$ cat src/rtl/rv_mem_arbiter.sv
// Two-requester memory port arbiter: fetch vs. data, data-first with
// bounded fetch starvation and a response timeout that completes with error.
module rv_mem_arbiter #(
  parameter int unsigned TIMEOUT_CYCLES  = 255,
  parameter int unsigned MAX_DATA_STREAK = 4
) (
  input  logic        i_clk,
  input  logic        i_reset_n,
  input  logic        i_insn_req,
  input  logic [31:0] i_insn_addr,
  output logic        o_insn_ack,
  output logic        o_insn_rvalid,
  output logic [31:0] o_insn_rdata,
  output logic        o_insn_err,
  input  logic        i_data_req,
  input  logic        i_data_we,
  input  logic [31:0] i_data_addr,
  input  logic [31:0] i_data_wdata,
  input  logic [3:0]  i_data_wsel,
  output logic        o_data_ack,
  output logic        o_data_rvalid,
  output logic [31:0] o_data_rdata,
  output logic        o_data_err,
  output logic        o_mem_req,
  output logic        o_mem_we,
  output logic [31:0] o_mem_addr,
  output logic [31:0] o_mem_wdata,
  output logic [3:0]  o_mem_wsel,
  input  logic        i_mem_ack,
  input  logic        i_mem_rvalid,
  input  logic [31:0] i_mem_rdata
);

  localparam logic [1:0] S_IDLE  = 2'd0;
  localparam logic [1:0] S_ISSUE = 2'd1;
  localparam logic [1:0] S_WAIT  = 2'd2;

  localparam int TW = (TIMEOUT_CYCLES > 1) ? $clog2(TIMEOUT_CYCLES) : 1;
  localparam logic [TW-1:0] TMAX = TW'(TIMEOUT_CYCLES - 1);
  localparam bit TEN = (TIMEOUT_CYCLES != 0);
  localparam logic [3:0] SMAX = 4'(MAX_DATA_STREAK);

  logic [1:0]    state_q, state_d;
  logic          owner_q, owner_d;
  logic [3:0]    streak_q, streak_d;
  logic [TW-1:0] timer_q, timer_d;

  logic          req_q, req_d;
  logic          we_q, we_d;
  logic [31:0]   addr_q, addr_d;
  logic [31:0]   wdata_q, wdata_d;
  logic [3:0]    wsel_q, wsel_d;

  logic          irv_q, irv_d, ierr_q, ierr_d;
  logic          drv_q, drv_d, derr_q, derr_d;
  logic [31:0]   ird_q, ird_d, drd_q, drd_d;

  logic grant_d, grant_i, cmpl, tmo;
  logic [31:0] rsp_data;

  assign grant_d = (state_q == S_IDLE) && i_data_req &&
                   !(i_insn_req && (streak_q == SMAX));
  assign grant_i = (state_q == S_IDLE) && i_insn_req && !grant_d;

  // Stores finish on ack; loads and fetches need read data.
  assign cmpl = ((state_q == S_ISSUE) && i_mem_ack && (we_q || i_mem_rvalid)) ||
                ((state_q == S_WAIT) && i_mem_rvalid);
  assign tmo  = TEN && (state_q != S_IDLE) && (timer_q == TMAX) && !cmpl;
  assign rsp_data = (tmo || we_q) ? 32'h0 : i_mem_rdata;

  always_comb begin
    state_d  = state_q;
    owner_d  = owner_q;
    streak_d = streak_q;
    timer_d  = timer_q;
    req_d    = req_q;
    we_d     = we_q;
    addr_d   = addr_q;
    wdata_d  = wdata_q;
    wsel_d   = wsel_q;
    irv_d    = 1'b0;
    ierr_d   = 1'b0;
    ird_d    = ird_q;
    drv_d    = 1'b0;
    derr_d   = 1'b0;
    drd_d    = drd_q;
    unique case (state_q)
      S_IDLE: begin
        if (grant_d) begin
          owner_d  = 1'b1;
          we_d     = i_data_we;
          addr_d   = i_data_addr;
          wdata_d  = i_data_wdata;
          wsel_d   = i_data_wsel;
          if (!i_insn_req)
            streak_d = 4'd0;
          else if (streak_q != SMAX)
            streak_d = streak_q + 4'd1;
        end else if (grant_i) begin
          owner_d  = 1'b0;
          we_d     = 1'b0;
          addr_d   = i_insn_addr;
          wdata_d  = 32'h0;
          wsel_d   = 4'b1111;
          streak_d = 4'd0;
        end
        if (grant_d || grant_i) begin
          state_d = S_ISSUE;
          req_d   = 1'b1;
          timer_d = '0;
        end
      end
      S_ISSUE, S_WAIT: begin
        timer_d = timer_q + TW'(1);
        if ((state_q == S_ISSUE) && i_mem_ack) begin
          req_d   = 1'b0;
          state_d = S_WAIT;
        end
        if (cmpl || tmo) begin
          state_d = S_IDLE;
          req_d   = 1'b0;
          if (owner_q) begin
            drv_d  = 1'b1;
            derr_d = tmo;
            drd_d  = rsp_data;
          end else begin
            irv_d  = 1'b1;
            ierr_d = tmo;
            ird_d  = rsp_data;
          end
        end
      end
      default: state_d = S_IDLE;
    endcase
  end

  always_ff @(posedge i_clk or negedge i_reset_n) begin
    if (!i_reset_n) begin
      state_q  <= S_IDLE;
      owner_q  <= 1'b0;
      streak_q <= 4'd0;
      timer_q  <= '0;
      req_q    <= 1'b0;
      we_q     <= 1'b0;
      addr_q   <= 32'h0;
      wdata_q  <= 32'h0;
      wsel_q   <= 4'h0;
      irv_q    <= 1'b0;
      ierr_q   <= 1'b0;
      ird_q    <= 32'h0;
      drv_q    <= 1'b0;
      derr_q   <= 1'b0;
      drd_q    <= 32'h0;
    end else begin
      state_q  <= state_d;
      owner_q  <= owner_d;
      streak_q <= streak_d;
      timer_q  <= timer_d;
      req_q    <= req_d;
      we_q     <= we_d;
      addr_q   <= addr_d;
      wdata_q  <= wdata_d;
      wsel_q   <= wsel_d;
      irv_q    <= irv_d;
      ierr_q   <= ierr_d;
      ird_q    <= ird_d;
      drv_q    <= drv_d;
      derr_q   <= derr_d;
      drd_q    <= drd_d;
    end
  end

  // Acks stay quiet while reset is held even if requests are present.
  assign o_insn_ack    = grant_i && i_reset_n;
  assign o_data_ack    = grant_d && i_reset_n;
  assign o_insn_rvalid = irv_q;
  assign o_insn_rdata  = ird_q;
  assign o_insn_err    = ierr_q;
  assign o_data_rvalid = drv_q;
  assign o_data_rdata  = drd_q;
  assign o_data_err    = derr_q;
  assign o_mem_req     = req_q;
  assign o_mem_we      = we_q;
  assign o_mem_addr    = addr_q;
  assign o_mem_wdata   = wdata_q;
  assign o_mem_wsel    = wsel_q;

endmodule

$ cat config.mk
export PLATFORM = sky130hd
export DESIGN_NAME = rv_mem_arbiter
export DESIGN_NICKNAME = d
export VERILOG_FILES = /design/src/rtl/rv_mem_arbiter.sv
export SDC_FILE = /design/constraint.sdc
export NUM_CORES = 1
export LEC_CHECK = 0
export CAP_MARGIN = 20
export CELL_PAD_IN_SITES_DETAIL_PLACEMENT = 2
export CELL_PAD_IN_SITES_GLOBAL_PLACEMENT = 2
export CORE_MARGIN = 2
export CORE_UTILIZATION = 25
export CTS_CLUSTER_SIZE = 24
export DETAILED_ROUTE_END_ITERATION = 16
export PLACE_DENSITY_LB_ADDON = 0.1
export SLEW_MARGIN = 25
export SYNTH_ARGS = -nofsm -noshare
export SYNTH_HDL_FRONTEND = slang
export SYNTH_SLANG_ARGS = --single-unit
$ cat constraint.sdc
create_clock -name i_clk -period 2.5 [get_ports i_clk]
set_clock_uncertainty 0.05 [all_clocks]
set_input_delay 0.25 -clock i_clk [delete_from_list [all_inputs] [get_ports i_clk]]
set_output_delay 0.25 -clock i_clk [all_outputs]
set_load 0.005 [all_outputs]
==> impl_metrics.env <==
export IMPL_post_drt_wl_per_cell_um=19.8
export IMPL_antenna_found_initial=1
export IMPL_vdd_ir_drop_worst_uv=475
export IMPL_synth_compound_area_share=0.183
export IMPL_drtAntennaViolNets=0
export IMPL_cts_sinks=153
export IMPL_synth_common_cells="153 x dfrtp_1, 114 x nand2_1, 66 x a32o_1"
export IMPL_maxCapViolCount=0
export IMPL_max_slew_margin=0.441
export IMPL_synth_seq_area_share=0.593
export IMPL_fin_tns_setup_ps=0
export IMPL_synth_nets=721
export IMPL_synth_ff_type="dfrtp_1"
export IMPL_grt_pass1_vias=6513
export IMPL_core_rowCount=58
export IMPL_static_leakage_power_nw=4.37
export IMPL_r2r_endpoint="o_insn_rdata[23]$_DFFE_PN0P_"
export IMPL_synth_edff_count=0
export IMPL_synth_cell_area_sq_mm=0.00645
export IMPL_detailed_place_hpwl_um=17100
export IMPL_wl_um=23600
export IMPL_grt_pass1_wl_um=37000
export IMPL_worstMarginPinSlew_ps=830
export IMPL_period_share=0.962
export IMPL_routed_via_count_divided_by_cell_count=4.80
export IMPL_maximum_number_of_pins_on_one_net_before_global_route_repair=89
export IMPL_fmax_mhz=416
export IMPL_worst_ep_arrival_time_ps=2110
export IMPL_synth_top_cells_by_area="dfrtp_1 59%, a32o_1 10%, nand2_1 6.6%"
export IMPL_die_area_sq_mm=0.0271
export IMPL_p_seq_frac=0.347
export IMPL_core_region_area_sq_mm=0.0253
export IMPL_ff2ff_setup_slack_ps=390
export IMPL_h_tree_depth=4
export IMPL_remaining_drc_errors=0
export IMPL_synth_adder_area_share=0.0174
export IMPL_cts_path_max_buffers=2
export IMPL_first_iter_violations=193
export IMPL_initial_utilization=0.256
export IMPL_synth_distinct_cells=40
export IMPL_cellPowerDensity_mw_per_mm2=1210
export IMPL_synth_simple_area_share=0.102
export IMPL_drtPass1Iterations=4
export IMPL_synth_avg_cell_area_sq_um=11.3
export IMPL_insertion_delay_ps=420
export IMPL_cellInternalPower_mw=8.11
export IMPL_ios=279
export IMPL_critPathLaunchType="flip-flop"
export IMPL_synth_xor_area_share=0.00678
export IMPL_portBuffers=278
export IMPL_finalNetCount=995
export IMPL_hold_path_class="input pin to async pin"
export IMPL_critical_path_max_fanout=4
export IMPL_synth_top_cell_by_area="dfrtp_1"
export IMPL_cts_tree="done"
export IMPL_fin_worst_hold_slack_ps=161
export IMPL_area_growth_synth_to_final_pct=58.7
export IMPL_die_width_um=165
export IMPL_clkPwrFrac=0.210
export IMPL_grt_use_total=0.178
export IMPL_p_comb_frac=0.444
export IMPL_timing_reg2reg_worst_path_depth=7
export IMPL_worstSetupEndpointType="primary output"
export IMPL_async_reset_ff_frac=1.00
export IMPL_ys_seq_elements=153
export IMPL_vias=5719
export IMPL_layout_drive_gt1_share=0.0744
export IMPL_path_clk_slew_ps=70
export IMPL_critPathKind="flip-flop to primary output"
export IMPL_final_min_clock_period_ps=2410
export IMPL_gp_congestion=0.749
export IMPL_multiplexer_share_of_the_synthesized_area=0.0514
export IMPL_yosysWarnings=0
export IMPL_total_switching_power_mw=4.27
export IMPL_finalPower_mw=12.4
export IMPL_dominant_combinational_cell_family_by_area_after_synthesis="compound AO/OA/AOI/OAI gates"
export IMPL_post_synth_inst_count=573
export IMPL_setup_violations=0
export IMPL_run_status="completed"
export IMPL_timing_critical_path_required_ps=2200
export IMPL_yosys_area_top_type_share=0.593
export IMPL_die_height_um=165
export IMPL_timing_final_hold_violations=0
export IMPL_root_buffer="clkbuf_16"
export IMPL_slew_violations=0
export IMPL_post_synth_top_count_cell="dfrtp_1"
export IMPL_setup_repair_after_global_routing_missed_its_margin="no"
export IMPL_p_sw_frac=0.345
export IMPL_numCtsBuffers=17
export IMPL_grt_remaining_overflow=0
export IMPL_crit_reg2reg_launch="state_q[1]$_DFFE_PN0P_"
-- routing by layer --
metal  share of wire  track usage  vias up  wire length [um]
li1                -            -     2608                 -
met1            0.38        0.195     2900              8920
met2            0.52        0.318      193             12300
met3           0.088       0.0721       18              2090
met4           0.014       0.0506        0               339
met5               0            0        -                 0
-- power groups by stage --
stage | Combinational, mW | Sequential (mW) | Clock, mW
final | 5.49 | 4.29 | 2.60
after global routing | 6.06 | 4.46 | 2.79
after CTS | 5.57 | 4.33 | 2.69
after detailed placement | 5.54 | 4.35 | 0
after global placement | 5.32 | 4.26 | 0
after floorplan | 2.14 | 4.31 | 0
-- worst max-delay path, stage by stage, from the launching register on --
cell and delay, ps:
dfrtp_1 400, inv_1 70, ha_1 150, nand2_1 100
o311a_4 350, nor2_1 100, clkdlybuf4s50_1 520
-- stage by stage --
stage / utilization / setup slack (ps) / cells / instance area, sq um
4_1_cts: 0.404 / 33.9 / 1187 / 10200
6_report: 0.406 / 94.6 / 1191 / 10200
5_1_grt: 0.406 / 1.30 / 1191 / 10200
2_1_floorplan: - / 701 / 573 / 6450
3_5_place_dp: 0.381 / 266 / 1154 / 9620
3_3_place_gp: 0.381 / 305 / 1154 / 9620
-- layout make-up --
cell class,count,area [sq um]
antenna,1,2.50
clock buffer,17,425
clock inverter,15,153
fill,2693,15000
inverter,11,41.3
multi-input combinational,364,2360
sequential,153,3830
tap,330,413
timing repair buffer,300,3010
-- sequential cells by signal (all words and copies together) (netlist names), 2 cells and up --
register      cells
timer_q           8
o_mem_wsel        4
o_mem_addr       32
streak_q          4
o_insn_rdata     32
state_q           2
o_data_rdata     32
o_mem_wdata      32
-- worst max-delay path by stage --
stage / startpoint / to / slack, ps / depth (start not counted)
4_1_cts: streak_q[0]$_DFFE_PN0P_ / o_insn_ack / 30 / 6
3_5_place_dp: i_data_req / o_mem_addr[11]$_DFFE_PN0P_ / 270 / 4
5_1_grt: state_q[0]$_DFFE_PN0P_ / o_insn_ack / 1 / 6
2_1_floorplan: state_q[1]$_DFFE_PN0P_ / o_insn_rdata[0]$_DFFE_PN0P_ / 700 / 8
6_report: streak_q[1]$_DFFE_PN0P_ / o_insn_ack / 90 / 6
3_3_place_gp: i_insn_req / o_data_ack / 300 / 5
-- timing repair --
| item | CTS | global route |
|---|---|---|
| hold endpoints to repair | 99 | 0 |
| hold buffers | 1 | 0 |
| buffers inserted | 0 | 3 |
| cloned | 0 | 0 |
| resized for setup | 2 | 1 |
| endpoints found under the setup margin | 1 | 1 |
-- logic make-up after synthesis --
| kind of cell | Yosys count |
|---|---|
| AO/OA/AOI/OAI | 162 |
| AND/OR/NAND/NOR | 155 |
| flip-flops | 153 |
| buffers and inverters | 56 |
| multiplexers | 33 |
| adder cells (fa/ha/maj) | 9 |
| XOR/XNOR | 5 |
-- cells in the final DEF, fill, tap and decap left out, types with 3 or more instances in the layout --
cell type,netlist,final
buf_4,1,16
inv_6,0,6
o21ai_1,20,20
nand3_1,3,3
a21o_1,3,3
dfrtp_1,153,153
buf_12,0,5
o21ai_0,58,58
mux2i_1,32,32
inv_1,11,11
xnor2_1,5,5
inv_8,0,4
a21oi_1,4,4
clkbuf_16,0,17
nor4_1,3,3
nand2_1,114,113
ha_1,9,8
clkdlybuf4s50_1,0,276
nor2_1,17,16
a32o_1,66,66
Power figures use the tool's default switching activity.
==> patch, RTL diff (config.mk and constraints unchanged) <==
Set the parameter `TIMEOUT_CYCLES` to 510 (it was 255).
--- a/src/rtl/rv_mem_arbiter.sv
+++ b/src/rtl/rv_mem_arbiter.sv
@@ -1,7 +1,7 @@
 // Two-requester memory port arbiter: fetch vs. data, data-first with
 // bounded fetch starvation and a response timeout that completes with error.
 module rv_mem_arbiter #(
-  parameter int unsigned TIMEOUT_CYCLES  = 255,
+  parameter int unsigned TIMEOUT_CYCLES  = 510,
   parameter int unsigned MAX_DATA_STREAK = 4
 ) (
   input  logic        i_clk,
Formal check against the unedited RTL: no difference found for any inputs over 4 cycles, from zero or initial values and one cycle with i_reset_n low; that may be too few to reach the edited logic, so the function may still have changed.
==> patch against the original RTL <==
Setup slack gained 0.036 ns; design area rose by 0.24%; routed wire length shrank 2.1%; total power decreased by 4.2%; register-to-register slack improved by 0.04 ns; synthesized area shrank 0.72%; die area is 0.70% lower; sequential cell count is 1 higher; non-clock buffer count decreased by 1.
==> patch: results (changes against the original RTL) <==
Post-Route M1 WL 9121 um (+2.3%); post-detail-place hpwl 16770 um (-1.7%); number of buffers outside the clock class in the layout 299 (-0.33%); Filler Cells Inserted 2615 (-2.9%); area share of buffers outside the clock network 0.2915 (-0.002667); final antenna diode count 0 (-1); synthesized-area fraction occupied by ao, oa, aoi and oai cells 0.1783 (-0.004731); proportion of synthesized area in mux cells 0.05330 (+0.001933); Inverters excl. clock 7 (-4); adder-cell share of the synthesized area 0.01757 (+0.0001260); share of cells above drive strength 1 0.07836 (+0.003944); number of DRC markers in iteration 0 255 (+32%); Cell Area, Placed 0.009635 mm^2 (+0.20%); Finished Cell Area 0.01027 mm^2 (+0.24%); CTS clock-pin slew for the worst setup and hold paths 0.07 ns (about the same); Critical R2R Launch state_q[0]$_DFFE_PN0P_; static power due to leakage 4.368 nW (about the same); vias in the first global route 6361 (-2.3%); Max H-tree Level 4 (unchanged); peak supply drop 0.4042 mV (-15%); clock-cell share of area 0.05935 (+0.002909); net total in the final layout 990 (-0.50%); total of buffers placed on input and output ports 278 (unchanged); data arrival time at the worst-slack endpoint 2.07 ns (-0.04 ns); Tcrit/Tclk final 0.9476 (-0.01457); Commonest cells post-synth 154 x dfrtp_1, 113 x nand2_1, 81 x o21ai_0, 65 x a32o_1, 33 x mux2i_1; largest net degree at the start of global routing 109 (+22%); M2 GR Usage 0.2948 (-0.02339); number of antenna violations at the first check in global routing 0 (-1); synthesized net count 717 (-0.55%); xor and xnor fraction of the mapped netlist area 0.008200 (+0.001416); part of the Yosys area used for sequential elements 0.6013 (+0.008189); worst setup slack after placement 0.2313 ns (-0.03509 ns); via count normalized by instance count 4.807 (+0.10%); sum of routed wire length over all layers 23110 um (-2.1%); status completed; gr usage total 0.1731 (-0.005371); proportion of cell area occupied by multi-input gates 0.2310 (about the same); clock sink count 154 (+0.65%); clock tree buffer depth 2 (unchanged); Inserted Clock Buffers 17 (unchanged); net switching power 4.076 mW (-4.6%); maximum net fanout on the critical path 7 (+3); main area contributors after synthesis dfrtp_1 60%, a32o_1 10%, nand2_1 6.6%; routability congestion estimate 0.7828 (+4.6%); Syn Area/Cell 11.26 um^2 (about the same); met2 wire length 11280 um (-8.1%); reg-to-reg critical path endpoint o_insn_rdata[24]$_DFFE_PN0P_; setup slack, reg-to-reg 0.43 ns (+0.04 ns); met1 GRT Util 0.1979 (+0.002470); synth unique cells 40 (unchanged); layout multi-input combinational cell count 363 (-0.27%); WHS 0.1880 ns (+0.02729 ns); sequential cell area share 0.3754 (+0.001528); number of standard cells in the layout, taps in and fillers out 1185 (-0.50%); wire length of the first global-routing pass 35870 um (-2.9%); met3 routing resource usage after global routing 0.07045 (-0.001620); met3 layer wire length in the routed design 2302 um (+10%); slew at the pin closest to its max-slew limit 0.6822 ns (-0.1483 ns)
## patch: how the worst max path moves through the flow
stage                     cells past startpoint                endpoint
after global placement                        6              o_insn_ack
after CTS                                     5              o_data_ack
after detailed placement                      6              o_insn_ack
final                                         5              o_data_ack
after floorplan                               6  timer_q[7]$_DFFE_PN0P_
after global routing                          6              o_data_ack
## patch: what timing repair did
item	in CTS	in global routing
pin swaps	0	0
gates resized for setup	3	2
setup endpoints to repair	2	1
hold buffers	1	0
hold endpoints to repair	16	0
## patch: critical path, stage by stage, from the launching register on
cell	delay, ns
dfrtp_1	0.43
inv_2	0.12
ha_4	0.21
and3_4	0.23
and2_1	0.14
clkdlybuf4s50_1	0.52
## patch: power groups by stage
stage / Clock [mW] / Sequential, mW / Combinational (mW)
2_1_floorplan: 0 / 4.10 / 2.03
3_3_place_gp: 0 / 4.04 / 4.99
3_5_place_dp: 0 / 4.13 / 5.15
4_1_cts: 2.78 / 4.09 / 5.22
5_1_grt: 2.90 / 4.21 / 5.63
6_report: 2.69 / 4.07 / 5.11
